**src/rtl/gbm_evt_pkg.sv**
```systemverilog
// Shared types for the Game Boy note-event path: the event record, the
// arbiter state encoding and the event source codes.
package gbm_evt_pkg;

    // One note event as seen by the per-channel register writer.
    typedef struct packed {
        logic       on;
        logic [6:0] note;
        logic [3:0] vel;
        logic [8:0] pb;
    } note_evt_t;

    localparam int EVT_W = $bits(note_evt_t);

    typedef enum logic [1:0] {
        ST_IDLE  = 2'd0,
        ST_ISSUE = 2'd1,
        ST_GAP   = 2'd2
    } arb_state_t;

    localparam logic SRC_LIVE = 1'b0;
    localparam logic SRC_ECHO = 1'b1;

endpackage

```
**src/rtl/echo_event_arb_fifo.sv**
```systemverilog
// evt_fifo: small show-ahead synchronous FIFO of note events. dout is the
// head entry whenever empty is low, so a pop consumes the word already on
// dout. A push into a full FIFO is accepted only when a pop frees a slot in
// the same cycle. flush empties the FIFO and overrides push and pop.
module evt_fifo
    import gbm_evt_pkg::*;
#(
    parameter int DEPTH = 4
) (
    input  logic      clk,
    input  logic      reset,
    input  logic      push,
    input  logic      pop,
    input  logic      flush,
    input  note_evt_t din,
    output note_evt_t dout,
    output logic      empty,
    output logic      full
);
    localparam int AW = $clog2(DEPTH);

    note_evt_t       r_mem [DEPTH];
    logic [AW:0]     r_wr_ptr;
    logic [AW:0]     r_rd_ptr;
    logic            w_do_push;
    logic            w_do_pop;

    // Pointers carry one wrap bit so full and empty are distinguishable.
    assign empty     = (r_wr_ptr == r_rd_ptr);
    assign full      = (r_wr_ptr[AW] != r_rd_ptr[AW]) &&
                       (r_wr_ptr[AW-1:0] == r_rd_ptr[AW-1:0]);
    assign w_do_pop  = pop && !empty;
    assign w_do_push = push && (!full || w_do_pop);
    assign dout      = r_mem[r_rd_ptr[AW-1:0]];

    // Pointer update; flush wins over any push or pop in the same cycle.
    always_ff @(posedge clk or posedge reset) begin
        if (reset) begin
            r_wr_ptr <= '0;
            r_rd_ptr <= '0;
        end else if (flush) begin
            r_wr_ptr <= '0;
            r_rd_ptr <= '0;
        end else begin
            if (w_do_push) r_wr_ptr <= r_wr_ptr + (AW+1)'(1);
            if (w_do_pop)  r_rd_ptr <= r_rd_ptr + (AW+1)'(1);
        end
    end

    // Storage write.
    // NOTE: the storage array has no reset; entries are only ever read after
    // being written, and leaving it unreset lets it map onto plain RAM.
    always_ff @(posedge clk) begin
        if (w_do_push && !flush) r_mem[r_wr_ptr[AW-1:0]] <= din;
    end

endmodule

```
**src/rtl/echo_event_arb.sv**
```systemverilog
// echo_event_arb: merges the live MIDI event stream and the echo generator's
// change events for one voice channel. Live events win; echo events wait in
// a FIFO. Issued events are one-cycle strobes spaced at least GAP+1 cycles
// apart so the downstream register sequencer finishes each write in time.
module echo_event_arb
    import gbm_evt_pkg::*;
#(
    parameter int FIFO_DEPTH = 4,
    parameter int GAP        = 16
) (
    input  logic       clk,
    input  logic       reset,
    input  logic       en,
    input  logic       live_valid,
    input  logic       live_on,
    input  logic [6:0] live_note,
    input  logic [3:0] live_vel,
    input  logic [8:0] live_pb,
    input  logic       echo_en,
    input  logic       echo_on,
    input  logic [6:0] echo_note,
    input  logic [3:0] echo_vel,
    input  logic [8:0] echo_pb,
    output logic       out_valid,
    output logic       out_on,
    output logic [6:0] out_note,
    output logic [3:0] out_vel,
    output logic [8:0] out_pb,
    output logic       out_src,
    output logic       busy,
    output logic       ovf
);
    localparam int            CW       = $clog2(GAP);
    localparam logic [CW-1:0] GAP_LOAD = CW'(GAP - 2);

    note_evt_t     w_live_evt;
    note_evt_t     w_echo_evt;
    note_evt_t     w_fifo_dout;
    note_evt_t     r_live_evt;
    note_evt_t     r_snap;
    note_evt_t     r_out_evt;
    logic          r_live_pend;
    logic          r_out_src;
    logic          r_ovf;
    logic          w_echo_chg;
    logic          w_push;
    logic          w_pop;
    logic          w_flush;
    logic          w_fifo_empty;
    logic          w_fifo_full;
    logic          w_load_live;
    logic          w_load_echo;
    arb_state_t    r_state;
    arb_state_t    w_state_nxt;
    logic [CW-1:0] r_gap_cnt;

    assign w_live_evt = '{on: live_on, note: live_note, vel: live_vel, pb: live_pb};
    assign w_echo_evt = '{on: echo_on, note: echo_note, vel: echo_vel, pb: echo_pb};

    // The echo generator holds its outputs, so any difference from the last
    // sampled value is one new echo event.
    assign w_echo_chg = (w_echo_evt != r_snap);
    assign w_push     = en && echo_en && w_echo_chg;
    assign w_pop      = en && w_load_echo;
    assign w_flush    = en && !echo_en;

    evt_fifo #(
        .DEPTH (FIFO_DEPTH)
    ) u_fifo (
        .clk   (clk),
        .reset (reset),
        .push  (w_push),
        .pop   (w_pop),
        .flush (w_flush),
        .din   (w_echo_evt),
        .dout  (w_fifo_dout),
        .empty (w_fifo_empty),
        .full  (w_fifo_full)
    );

    // Live hold register: a newer live event replaces an unissued one, and a
    // capture in the same cycle as the FSM takes the old one keeps pend set.
    // NOTE: clocked state uses non-blocking assignments so every register
    // samples pre-edge values regardless of block ordering.
    always_ff @(posedge clk or posedge reset) begin
        if (reset) begin
            r_live_evt  <= '0;
            r_live_pend <= 1'b0;
        end else if (en) begin
            if (live_valid) begin
                r_live_evt  <= w_live_evt;
                r_live_pend <= 1'b1;
            end else if (w_load_live) begin
                r_live_pend <= 1'b0;
            end
        end
    end

    // Echo snapshot tracks the inputs on every enabled cycle; ovf is sticky.
    always_ff @(posedge clk or posedge reset) begin
        if (reset) begin
            r_snap <= '0;
            r_ovf  <= 1'b0;
        end else if (en) begin
            r_snap <= w_echo_evt;
            if (w_push && w_fifo_full && !w_pop) r_ovf <= 1'b1;
        end
    end

    // Next-state decode: pick live first, then echo, while idle.
    // NOTE: every signal gets a default before the case so no path leaves a
    // value unassigned, which would otherwise infer a latch.
    always_comb begin
        w_state_nxt = r_state;
        w_load_live = 1'b0;
        w_load_echo = 1'b0;
        case (r_state)
            ST_IDLE: begin
                if (r_live_pend) begin
                    w_load_live = 1'b1;
                    w_state_nxt = ST_ISSUE;
                end else if (echo_en && !w_fifo_empty) begin
                    w_load_echo = 1'b1;
                    w_state_nxt = ST_ISSUE;
                end
            end
            ST_ISSUE: w_state_nxt = ST_GAP;
            ST_GAP:   if (r_gap_cnt == '0) w_state_nxt = ST_IDLE;
            default:  w_state_nxt = ST_IDLE;
        endcase
    end

    // State register and gap counter; both freeze while en is low.
    always_ff @(posedge clk or posedge reset) begin
        if (reset) begin
            r_state   <= ST_IDLE;
            r_gap_cnt <= '0;
        end else if (en) begin
            r_state <= w_state_nxt;
            if (r_state == ST_ISSUE) begin
                r_gap_cnt <= GAP_LOAD;
            end else if (r_state == ST_GAP && r_gap_cnt != '0) begin
                r_gap_cnt <= r_gap_cnt - CW'(1);
            end
        end
    end

    // Output registers load on the idle-to-issue transition only, so the
    // fields change exactly when the strobe rises and hold otherwise.
    always_ff @(posedge clk or posedge reset) begin
        if (reset) begin
            r_out_evt <= '0;
            r_out_src <= SRC_LIVE;
        end else if (en) begin
            if (w_load_live) begin
                r_out_evt <= r_live_evt;
                r_out_src <= SRC_LIVE;
            end else if (w_load_echo) begin
                r_out_evt <= w_fifo_dout;
                r_out_src <= SRC_ECHO;
            end
        end
    end

    assign out_valid = en && (r_state == ST_ISSUE);
    assign out_on    = r_out_evt.on;
    assign out_note  = r_out_evt.note;
    assign out_vel   = r_out_evt.vel;
    assign out_pb    = r_out_evt.pb;
    assign out_src   = r_out_src;
    assign busy      = (r_state != ST_IDLE) || r_live_pend || !w_fifo_empty;
    assign ovf       = r_ovf;

endmodule

```
**config.mk**
```make
export PLATFORM = sky130hd
export DESIGN_NAME = echo_event_arb
export DESIGN_NICKNAME = d
export VERILOG_FILES = /design/src/rtl/gbm_evt_pkg.sv /design/src/rtl/echo_event_arb_fifo.sv /design/src/rtl/echo_event_arb.sv
export SDC_FILE = /design/constraint.sdc
export NUM_CORES = 1
export LEC_CHECK = 0
export ABC_AREA = 1
export BUFFER_PORTS_ARGS = -buffer_cell sky130_fd_sc_hd__buf_2
export CAP_MARGIN = 20
export CORE_UTILIZATION = 59
export DETAILED_ROUTE_END_ITERATION = 8
export GPL_TIMING_DRIVEN = 0
export PLACE_DENSITY = 0.77
export RECOVER_POWER = 25
export SETUP_SLACK_MARGIN = 0.05
export SLEW_MARGIN = 20
export SYNTH_ARGS = -nofsm -noshare
export SYNTH_HDL_FRONTEND = slang
export SYNTH_SLANG_ARGS = --single-unit
```
**constraint.sdc**
```tcl
create_clock -name clk -period 2.7 [get_ports clk]
set_clock_uncertainty 0.05 [all_clocks]
set_input_delay 0.405 -clock clk [delete_from_list [all_inputs] [get_ports clk]]
set_output_delay 0.405 -clock clk [all_outputs]
set_load 0.01 [all_outputs]
```
# Word level (Yosys, flattened, before mapping)
# Memories as Yosys holds them, arrays and structs flattened.
# Cells that the tools add are included.
[word_totals]
out_inout_bits = 25
reg_bits = 78
n_memories = 1
ramBits = 84
[memory_table]
columns = ["name", "depth", "width", "read_ports", "rd_ports_with_merged_regs", "wr", "line_no", "rtl"]
rows = [
  ["u_fifo.r_mem", 4, 21, 1, 0, 1, "echo_event_arb_fifo.sv:22", "note_evt_t r_mem [DEPTH];"],
]
[classes]
reduce_logical = 36
muxes = 23
eq_ne = 8
n_addsub = 3
[op_table]
columns = ["op", "count"]
rows = [
  ["two-way mux 21 bit", 2],
  ["!= test 21 bit", 1],
  ["logical AND 1 bit", 13],
  ["two-way mux 3 bit", 4],
  ["nonzero test 2 bit", 6],
  ["two-way mux 1 bit", 11],
  ["AND reduction 2 bit", 5],
  ["two-way mux 4 bit", 2],
  ["adder 3 x 1 -> 3 bit, second input constant", 2],
  ["two-way mux 2 bit", 3],
  ["one-hot mux 2 bit (3 select lines)", 1],
  ["zero test 1 bit", 5],
  ["zero test 4 bit", 1],
  ["nonzero test 4 bit", 1],
  ["subtractor 4 x 1 -> 4 bit, second input constant", 1],
  ["== test 3 bit", 1],
  ["logical OR 1 bit", 3],
  ["!= test 3 bit, second input constant", 1],
  ["AND reduction 3 bit", 1],
  ["== test 2 x 1 -> 1 bit, second input constant", 1],
  ["== test 2 bit", 1],
  ["== test 2 bit, second input constant", 1],
  ["zero test 2 bit", 1],
  ["!= test 2 bit, second input constant", 1],
  ["!= test 1 bit", 1],
]

# Depth between registers and ports, before layout
# Gate-level depths: netlist of run 1.
[depth]
ltp_word = 13
depth_mapped = 11

# By module
# Synthesis of run 1 repeated with hierarchy kept, for this count alone.
[unflattened]
hier_cells = 718
area_unflattened_um2 = 7140.6
[modules_own_cells]
columns = ["module", "area_per_inst_um2", "n_inst", "cells_each"]
rows = [
  ["evt_fifo", 3595.9, 1, 267],
  ["echo_event_arb", 3544.6, 1, 451],
]

# Worst setup path before layout of run 1
# No wires, ideal clock.
[synth_timing]
path_kind = "reg2reg"
startpoint = "register r_state[1]"
endpoint = "memory u_fifo.r_mem[1][0] in the netlist's numbering, enable pin"
path_slack_ns = 0.283
arrival_time_ns = 1.968
setup_time_ns = 0.399
path_stages_with_launch = 8
required_time_ns = 2.251
period_less_slack_ns = 2.417
path_cell_list = "dfrtp_1 > nor2_1 > inv_1 > nor2_1 > nand2_1 > nand3b_1 > nand3_2 > nor2_1"
[synth_between]
elab_chain_cells = 9
[synth_lines]
columns = ["element", "line_no", "rtl"]
rows = [
  ["start, declared", "echo_event_arb.sv:53", "arb_state_t r_state;"],
  ["start signal, assigned", "echo_event_arb.sv:139", "r_state <= w_state_nxt;"],
  ["zero test 2 bit", "echo_event_arb.sv:117", "case (r_state)"],
  ["two-way mux 1 bit", "echo_event_arb.sv:117", ""],
  ["logical AND 1 bit", "echo_event_arb.sv:64", "assign w_pop = en && w_load_echo;"],
  ["logical AND 1 bit", "echo_event_arb_fifo.sv:32", "assign w_do_pop = pop && !empty;"],
  ["logical OR 1 bit", "echo_event_arb_fifo.sv:33", "assign w_do_push = push && (!full || w_do_pop);"],
  ["logical AND 1 bit", "echo_event_arb_fifo.sv:33", ""],
  ["logical AND 1 bit", "echo_event_arb_fifo.sv:54", "if (w_do_push && !flush) r_mem[r_wr_ptr[AW-1:0]] <= din;"],
  ["two-way mux 1 bit", "echo_event_arb_fifo.sv:54", ""],
  ["two-way mux 1 bit (not written as such)", "echo_event_arb_fifo.sv:54", ""],
  ["end, declared", "echo_event_arb_fifo.sv:22", ""],
]
# No other way between the ends.

# Final worst setup path of run 1
[layout_timing]
startpoint = "register r_state[1]"
endpoint = "memory u_fifo.r_mem[2][11] in the netlist's numbering, enable pin"
# Same word-level chain as after synthesis.

==> summary.md, run 1 <==
| Metric | Value |
|---|---|
| Sw Pwr | `2.444 mW` |
| Crit end category | `register` |
| Root Driver | `clkbuf_16` |
| Arr. time, crit path | `2440 ps` |
| Logic pwr share | `25.3%` |
| Pleak | `3.499 nW` |
| Pre-CTS setup slack | `210.7 ps` |
| CP most frequent cell | `nor2_1` |
| Hold Fails Final Rpt | `0` |
| Setup repair after global routing missed its margin | `false` |
| Sequential area share after synthesis | `64.60%` |
| Overall via count from detail_route | `5024` |
| IR Drop Worst-Case VDD | `0.0008845 V` |
| Setup TNS | `0 ps` |
| Crit path buf inv count | `1` |
| Max_cap viols | `0` |
| Status | `finished, final reports clean` |
| CP Max Fanout | `21` |
| Synth cell count leaders | `nand2_1, edfxtp_1, dfrtp_1` |
| Initial antenna violation count | `2` |
| Die area | `12180 um^2` |
| Sequential share of power | `42.5%` |
| Placed cell area | `7513 um^2` |
| Synth top area share | `36.42%` |
| Ys async rst share | `48.15%` |
| Switching part of the total | `32.02%` |
| Crit path max-delay family | `simple AND/OR/NAND/NOR gates` |
| Routability cong. | `0.7840` |
| Synth Cell Area | `6927 um^2` |
| Routed wire length | `15.42 mm` |
| Antenna-violating nets left | `0` |
| Final instance area | `8107 um^2` |
| Area Overhead vs Synth | `17.03%` |
| Critical-path cell list | `nor2_1, inv_1, nor2_1, nand2_1, nand3b_1, nand3_2, nor2_4` |
| Synth Area per Inst | `10.77 um^2` |
| Die width | `110.4 um` |
| 1st-iter DRT viols | `582` |
| Dpl hpwl | `10.57 mm` |
| Most common cell in the netlist | `nand2_1` |
| GR Util All Layers | `27.11%` |
| First-pass GRT wire length | `23.56 mm` |
| Max-slew violation count | `0` |
| Sink Count | `162` |
| Slowest stage cell, crit path | `nor2_4` |
| Mapped Cells | `643` |
| Crit share post-route | `89.89%` |
| Final Setup Violations | `0` |
| CTS tree | `yes` |
| Overflow left after global routing | `0` |
| Power per cell area | `941.3 nW/um^2` |
| Min Tclk post-route | `2427 ps` |
| IO Port Bufs | `71` |
| Clock Latency Late Sink | `430 ps` |
| CP max stage delay | `630 ps` |
| Postcts setup bufs | `0` |
| Ranking of synthesized cells by area | `edfxtp_1, dfrtp_1, nand2_1` |
| Clock Path Buffers | `2` |
| CTS Buf Count | `17` |
| FMAX | `412.0 MHz` |
| Starting Density | `60.66%` |
| Final Net Count | `789` |
| Ys flop type | `edfxtp_1` |
| Critical path type | `register to register` |
| Post-synth cell types | `27` |
| Clock share of power | `32.2%` |
| Share of cells above drive strength 1 | `16.98%` |
| Core Rows | `39` |
| Post-synth EDFFs | `84` |
| DRC viols | `0` |
| Fillers | `824` |
| Worst Tran Pin Value | `698.5 ps` |
| Reg clk slew, reported paths | `60 ps` |
| Hold Slack | `159.4 ps` |
| Setup crit start kind | `register` |
| H-tree levels | `4` |
| Chip Height | `110.4 um` |
| Vias in the first global route | `4728` |
| Internal power | `5.187 mW` |
| Required @ worst endpoint | `2710 ps` |
| Via density | `5.639` |
| I/O pins | `72` |
| DR WL/cell | `17.31 um` |
| Worst setup margin | `272.9 ps` |
| Cts repair resizes | `0` |
| Flops & latches, synth | `162` |
| Diodes inserted | `0` |
| Tightest Hold Check Type | `input port to register` |
| Core Region | `11420 um^2` |
| Slew margin rel. | `53.32%` |
| Yosys top cell by area | `edfxtp_1` |
| Largest net degree at the start of global routing | `45` |
| Synth warn | `0` |
| Syn_nets | `697` |
| Pre-antenna DRT Iters | `5` |
[per-stage QoR]
| stage | utilization, % | total power, mW | instances |
|---|---|---|---|
| final | 70.99 | 7.630 | 891 |
| after global routing | 70.99 | 8.032 | 891 |
| after CTS | 71.24 | 7.665 | 891 |
| after detailed placement | 65.80 | 5.214 | 858 |
| after global placement | 65.34 | 5.081 | 857 |
| after floorplan | - | 4.490 | 643 |
[per-layer routing]
layer | GRT usage, % | vias up | wire [um] | share of wire, %
met5 | 0 | - | 0 | 0
met4 | 9.680 | 0 | 284 | 1.8
met2 | 43.43 | 204 | 7473 | 48
li1 | - | 2361 | - | -
met3 | 7.584 | 23 | 1264 | 8.2
met1 | 35.55 | 2436 | 6396 | 41
[power by group through the flow]
stage / Sequential [mW] / Clock (mW) / Combinational [mW]
after floorplan: 3.33 / 0 / 1.16
after global placement: 3.26 / 0 / 1.82
after detailed placement: 3.28 / 0 / 1.93
after CTS: 3.24 / 2.48 / 1.95
after global routing: 3.28 / 2.58 / 2.17
final: 3.24 / 2.46 / 1.93
[repair_timing]
item | in CTS | in global routing
hold endpoints to repair | 34 | 0
hold buffers | 1 | 0
setup endpoints to repair | 0 | 0
[sequential cells by signal (all words and copies together) (netlist names)]
signal / count
out_note: 7
out_on: 1
out_pb: 9
out_src: 1
out_vel: 4
ovf: 1
r_gap_cnt: 4
r_live_evt: 21
r_live_pend: 1
r_snap: 21
r_state: 2
u_fifo.r_mem: 84
u_fifo.r_rd_ptr: 3
u_fifo.r_wr_ptr: 3
[cell type report]
class,count,area (um^2),area share (%)
well taps,143,178.9,2.207
plain buffers,28,151.4,1.868
flip-flops and latches,162,4474,55.19
clock inverters,15,185.2,2.284
multi-input cells,392,2101,25.91
clock buffers,17,425.4,5.248
inverters,61,232.7,2.871
repair buffers,73,357.8,4.414
[worst reg2reg max path: cells and delay by family, from the launching register on]
family / cells / cell delay [ps]
buf+inv: 1 / 80
simple gates: 6 / 1500
flops: 1 / 410
[layout by cell type (no fill, tap or decap), drive strengths merged]
cell type      n
nand3b         1
bufinv         3
buf           63
o221ai        21
edfxtp        84
ha             7
nand4          2
dlygate4sd3    1
clkinvlp       4
nor2          69
xnor2          5
o21bai        22
clkbuf        54
nand3         15
clkinv         7
xor2           1
mux2          21
nand2        139
a21oi          4
o211ai         1
dfrtp         78
inv           62
o21ai         84
[worst paths after layout]
| kind | startpoint | to | slack [ps] | cells after the start |
|---|---|---|---|---|
| max reg2reg | r_state[1] | u_fifo.r_mem[2][11] | 270 | 7 |
| max | r_state[1] | u_fifo.r_mem[2][11] | 270 | 7 |
| min in group asynchronous | reset | u_fifo.r_rd_ptr[2] | 500 | 3 |
| min | live_note[5] | r_live_evt[18] | 160 | 2 |
| max in group asynchronous | reset | r_live_evt[6] | 1520 | 4 |
| min reg2reg | out_src | out_src | 430 | 2 |
[cell families after synthesis]
group	synth area share (%)
AOI/OAI and AO/OA	11.56
xor gates and xnor gates	0.7587
adders and majority gates	1.264
buffers and inverters	5.509
DFF	64.60
muxes	3.414
and+or+nand+nor	12.90
Power figures use the tool's default switching activity.
==> run 2, diff against run 1 <==
Settings changed: PLACE_DENSITY 0.77 to 0.8.
==> run 2 against run 1 <==
Highest routed layer unchanged. First-iteration DRC count up 6.2%. Power down 3.0%. Critical endpoint is now u_fifo.r_mem[3][8]. Global-route usage up 0.65 points. Die area unchanged. Combinational power up 2%. Count of clock-buffer cells in the layout up 2.
==> summary.md, run 2 (same netlist as run 1, synthesis figures left out) <==
| Metric | Value |
|---|---|
| FMAX | `401.9 MHz (was 412.0 MHz)` |
| Arr. time, crit path | `2500 ps (was 2440 ps)` |
| DRC viols | `0 (unchanged)` |
| Clock share of power | `29.6% (was 32.2%)` |
| Min Tclk post-route | `2488 ps (was 2427 ps)` |
| Core Region | `11420 um^2 (unchanged)` |
| Crit share post-route | `92.15% (was 89.89%)` |
| Critical path type | `register to register (unchanged)` |
| Pre-CTS setup slack | `183.9 ps (was 210.7 ps)` |
| Crit path max-delay family | `simple AND/OR/NAND/NOR gates (unchanged)` |
| CTS tree | `yes (unchanged)` |
| Placed cell area | `7513 um^2 (unchanged)` |
| Logic pwr share | `26.6% (was 25.3%)` |
| IR Drop Worst-Case VDD | `0.0006358 V (was 0.0008845 V)` |
| Slew margin rel. | `52.89% (was 53.32%)` |
| Sequential share of power | `43.8% (was 42.5%)` |
| Core Rows | `39 (unchanged)` |
| CTS Buf Count | `17 (unchanged)` |
| Worst Tran Pin Value | `704.9 ps (was 698.5 ps)` |
| Die width | `110.4 um (unchanged)` |
| CP max stage delay | `640 ps (was 630 ps)` |
| Required @ worst endpoint | `2710 ps (about the same)` |
| Largest net degree at the start of global routing | `45 (unchanged)` |
| Internal power | `4.971 mW (was 5.187 mW)` |
| Area Overhead vs Synth | `15.84% (was 17.03%)` |
| Starting Density | `60.66% (unchanged)` |
| Power per cell area | `922.8 nW/um^2 (was 941.3 nW/um^2)` |
| Die area | `12180 um^2 (unchanged)` |
| Critical-path cell list | `nor2_1, inv_1, nor2_1, nand2_1, nand3b_1, nand3_2, nor2_4 (unchanged)` |
| Final instance area | `8024 um^2 (was 8107 um^2)` |
| Routability cong. | `0.8138 (was 0.7840)` |
| Most frequent cells in the layout | `nand2_1, edfxtp_1, dfrtp_1 (unchanged)` |
| Vias in the first global route | `4758 (was 4728)` |
| CP most frequent cell | `nor2_1 (unchanged)` |
| Routed wire length | `15.69 mm (was 15.42 mm)` |
| Worst setup margin | `211.9 ps (was 272.9 ps)` |
| Tightest Hold Check Type | `input port to register (unchanged)` |
| Status | `finished, final reports clean (unchanged)` |
| Cts repair resizes | `0 (unchanged)` |
| Share of cells above drive strength 1 | `16.18% (was 16.98%)` |
| Final Net Count | `789 (unchanged)` |
| Final Setup Violations | `0 (unchanged)` |
| Setup repair after global routing missed its margin | `true (was false)` |
| Hold Fails Final Rpt | `0 (unchanged)` |
| Slowest stage cell, crit path | `nor2_4 (unchanged)` |
| Switching part of the total | `32.87% (was 32.02%)` |
| Chip Height | `110.4 um (unchanged)` |
| IO Port Bufs | `71 (unchanged)` |
| Sink Count | `162 (unchanged)` |
| Crit path buf inv count | `1 (unchanged)` |
| Via density | `5.728 (was 5.639)` |
| Dpl hpwl | `10.53 mm (was 10.57 mm)` |
| Max_cap viols | `0 (unchanged)` |
| Overall via count from detail_route | `5104 (was 5024)` |
| Reg clk slew, reported paths | `60 ps (about the same)` |
| 1st-iter DRT viols | `618 (was 582)` |
| Crit end category | `register (unchanged)` |
| Max-slew violation count | `0 (unchanged)` |
| Post-layout util | `70.27% (was 70.99%)` |
| Pleak | `3.460 nW (was 3.499 nW)` |
| Pre-antenna DRT Iters | `5 (unchanged)` |
| Root Driver | `clkbuf_16 (unchanged)` |
| Total chip power | `7.405 mW (was 7.630 mW)` |
| Antenna-violating nets left | `0 (unchanged)` |
| First-pass GRT wire length | `24.33 mm (was 23.56 mm)` |
| Initial antenna violation count | `0 (was 2)` |
| H-tree levels | `4 (unchanged)` |
| Setup TNS | `0 ps (unchanged)` |
| I/O pins | `72 (unchanged)` |
| Setup crit start kind | `register (unchanged)` |
| Fillers | `802 (was 824)` |
| Clock Latency Late Sink | `430 ps (about the same)` |
| Sw Pwr | `2.434 mW (was 2.444 mW)` |
| Max FFs per register | `84 (unchanged)` |
| Overflow left after global routing | `0 (unchanged)` |
| Most common cell after layout, fill and taps aside | `nand2_1 (unchanged)` |
| DR WL/cell | `17.61 um (was 17.31 um)` |
| Diodes inserted | `0 (unchanged)` |
| Clock Path Buffers | `2 (unchanged)` |
| GR Util All Layers | `27.76% (was 27.11%)` |
| CP Max Fanout | `21 (unchanged)` |
-- run 2: cell types whose count changed in the layout (fill, tap and decap cells not counted), sizes merged --
cell	before	now
bufinv	3	1
clkbuf	54	56
clkinv	7	9
inv	62	60
-- run 2: worst paths after layout --
path / start / to / slack, ps / depth (start not counted)
min in group asynchronous: reset / u_fifo.r_rd_ptr[1] / 500 / 3
setup / recovery: r_state[1] / u_fifo.r_mem[3][8] / 210 / 7
hold / removal: live_vel[1] / r_live_evt[10] / 160 / 2
setup reg to reg: r_state[1] / u_fifo.r_mem[3][8] / 210 / 7
max in group asynchronous: reset / out_note[0] / 1510 / 4
hold reg to reg: out_src / out_src / 420 / 2
-- run 2: through the flow --
stage / std cells / hold slack, ps
detailed placement: 858 / 405.7
floorplan: 643 / 401.5
global placement: 857 / 406.3
global route: 891 / 153.8
finish: 891 / 157.1
CTS: 891 / 151.8
-- run 2: per-layer routing --
layer	share of wire [%]	global-route usage, %	vias to the layer above
li1	-	-	2361
met1	42	37.54	2474
met2	49	44.14	242
met3	7.2	6.408	27
met4	2.0	10.06	0
met5	0	0	-
-- run 2: worst register-to-register path, cell delays in order (launching register included) --
cell and delay, ps:
dfrtp_1 410, nor2_1 130, inv_1 90, nor2_1 190, nand2_1 100, nand3b_1 200
nand3_2 300, nor2_4 650
-- run 2: final cells by class --
cell class                      count  area (um^2)  share of cell area [%]
Clock buffer                       19        432.9                   5.395
Sequential cell                   162         4474                   55.76
Timing Repair Buffer               73        357.8                   4.460
Clock inverter                     13        95.09                   1.185
Inverter                           61        232.7                   2.900
Multi-Input combinational cell    392         2101                   26.18
Tap cell                          143        178.9                   2.230
Buffer                             28        151.4                   1.887
-- run 2: timing repair --
item	in CTS	in global routing
hold endpoints to repair	34	0
setup buffers	0	0
hold buffers	1	0
setup endpoints to repair	0	37
-- run 2: power groups by stage --
stage	sequential, mW	combinational [mW]	clock (mW)
2_1_floorplan	3.33	1.16	0
3_3_place_gp	3.25	1.82	0
3_5_place_dp	3.28	1.94	0
4_1_cts	3.24	1.98	2.20
5_1_grt	3.29	2.20	2.32
6_report	3.24	1.97	2.19
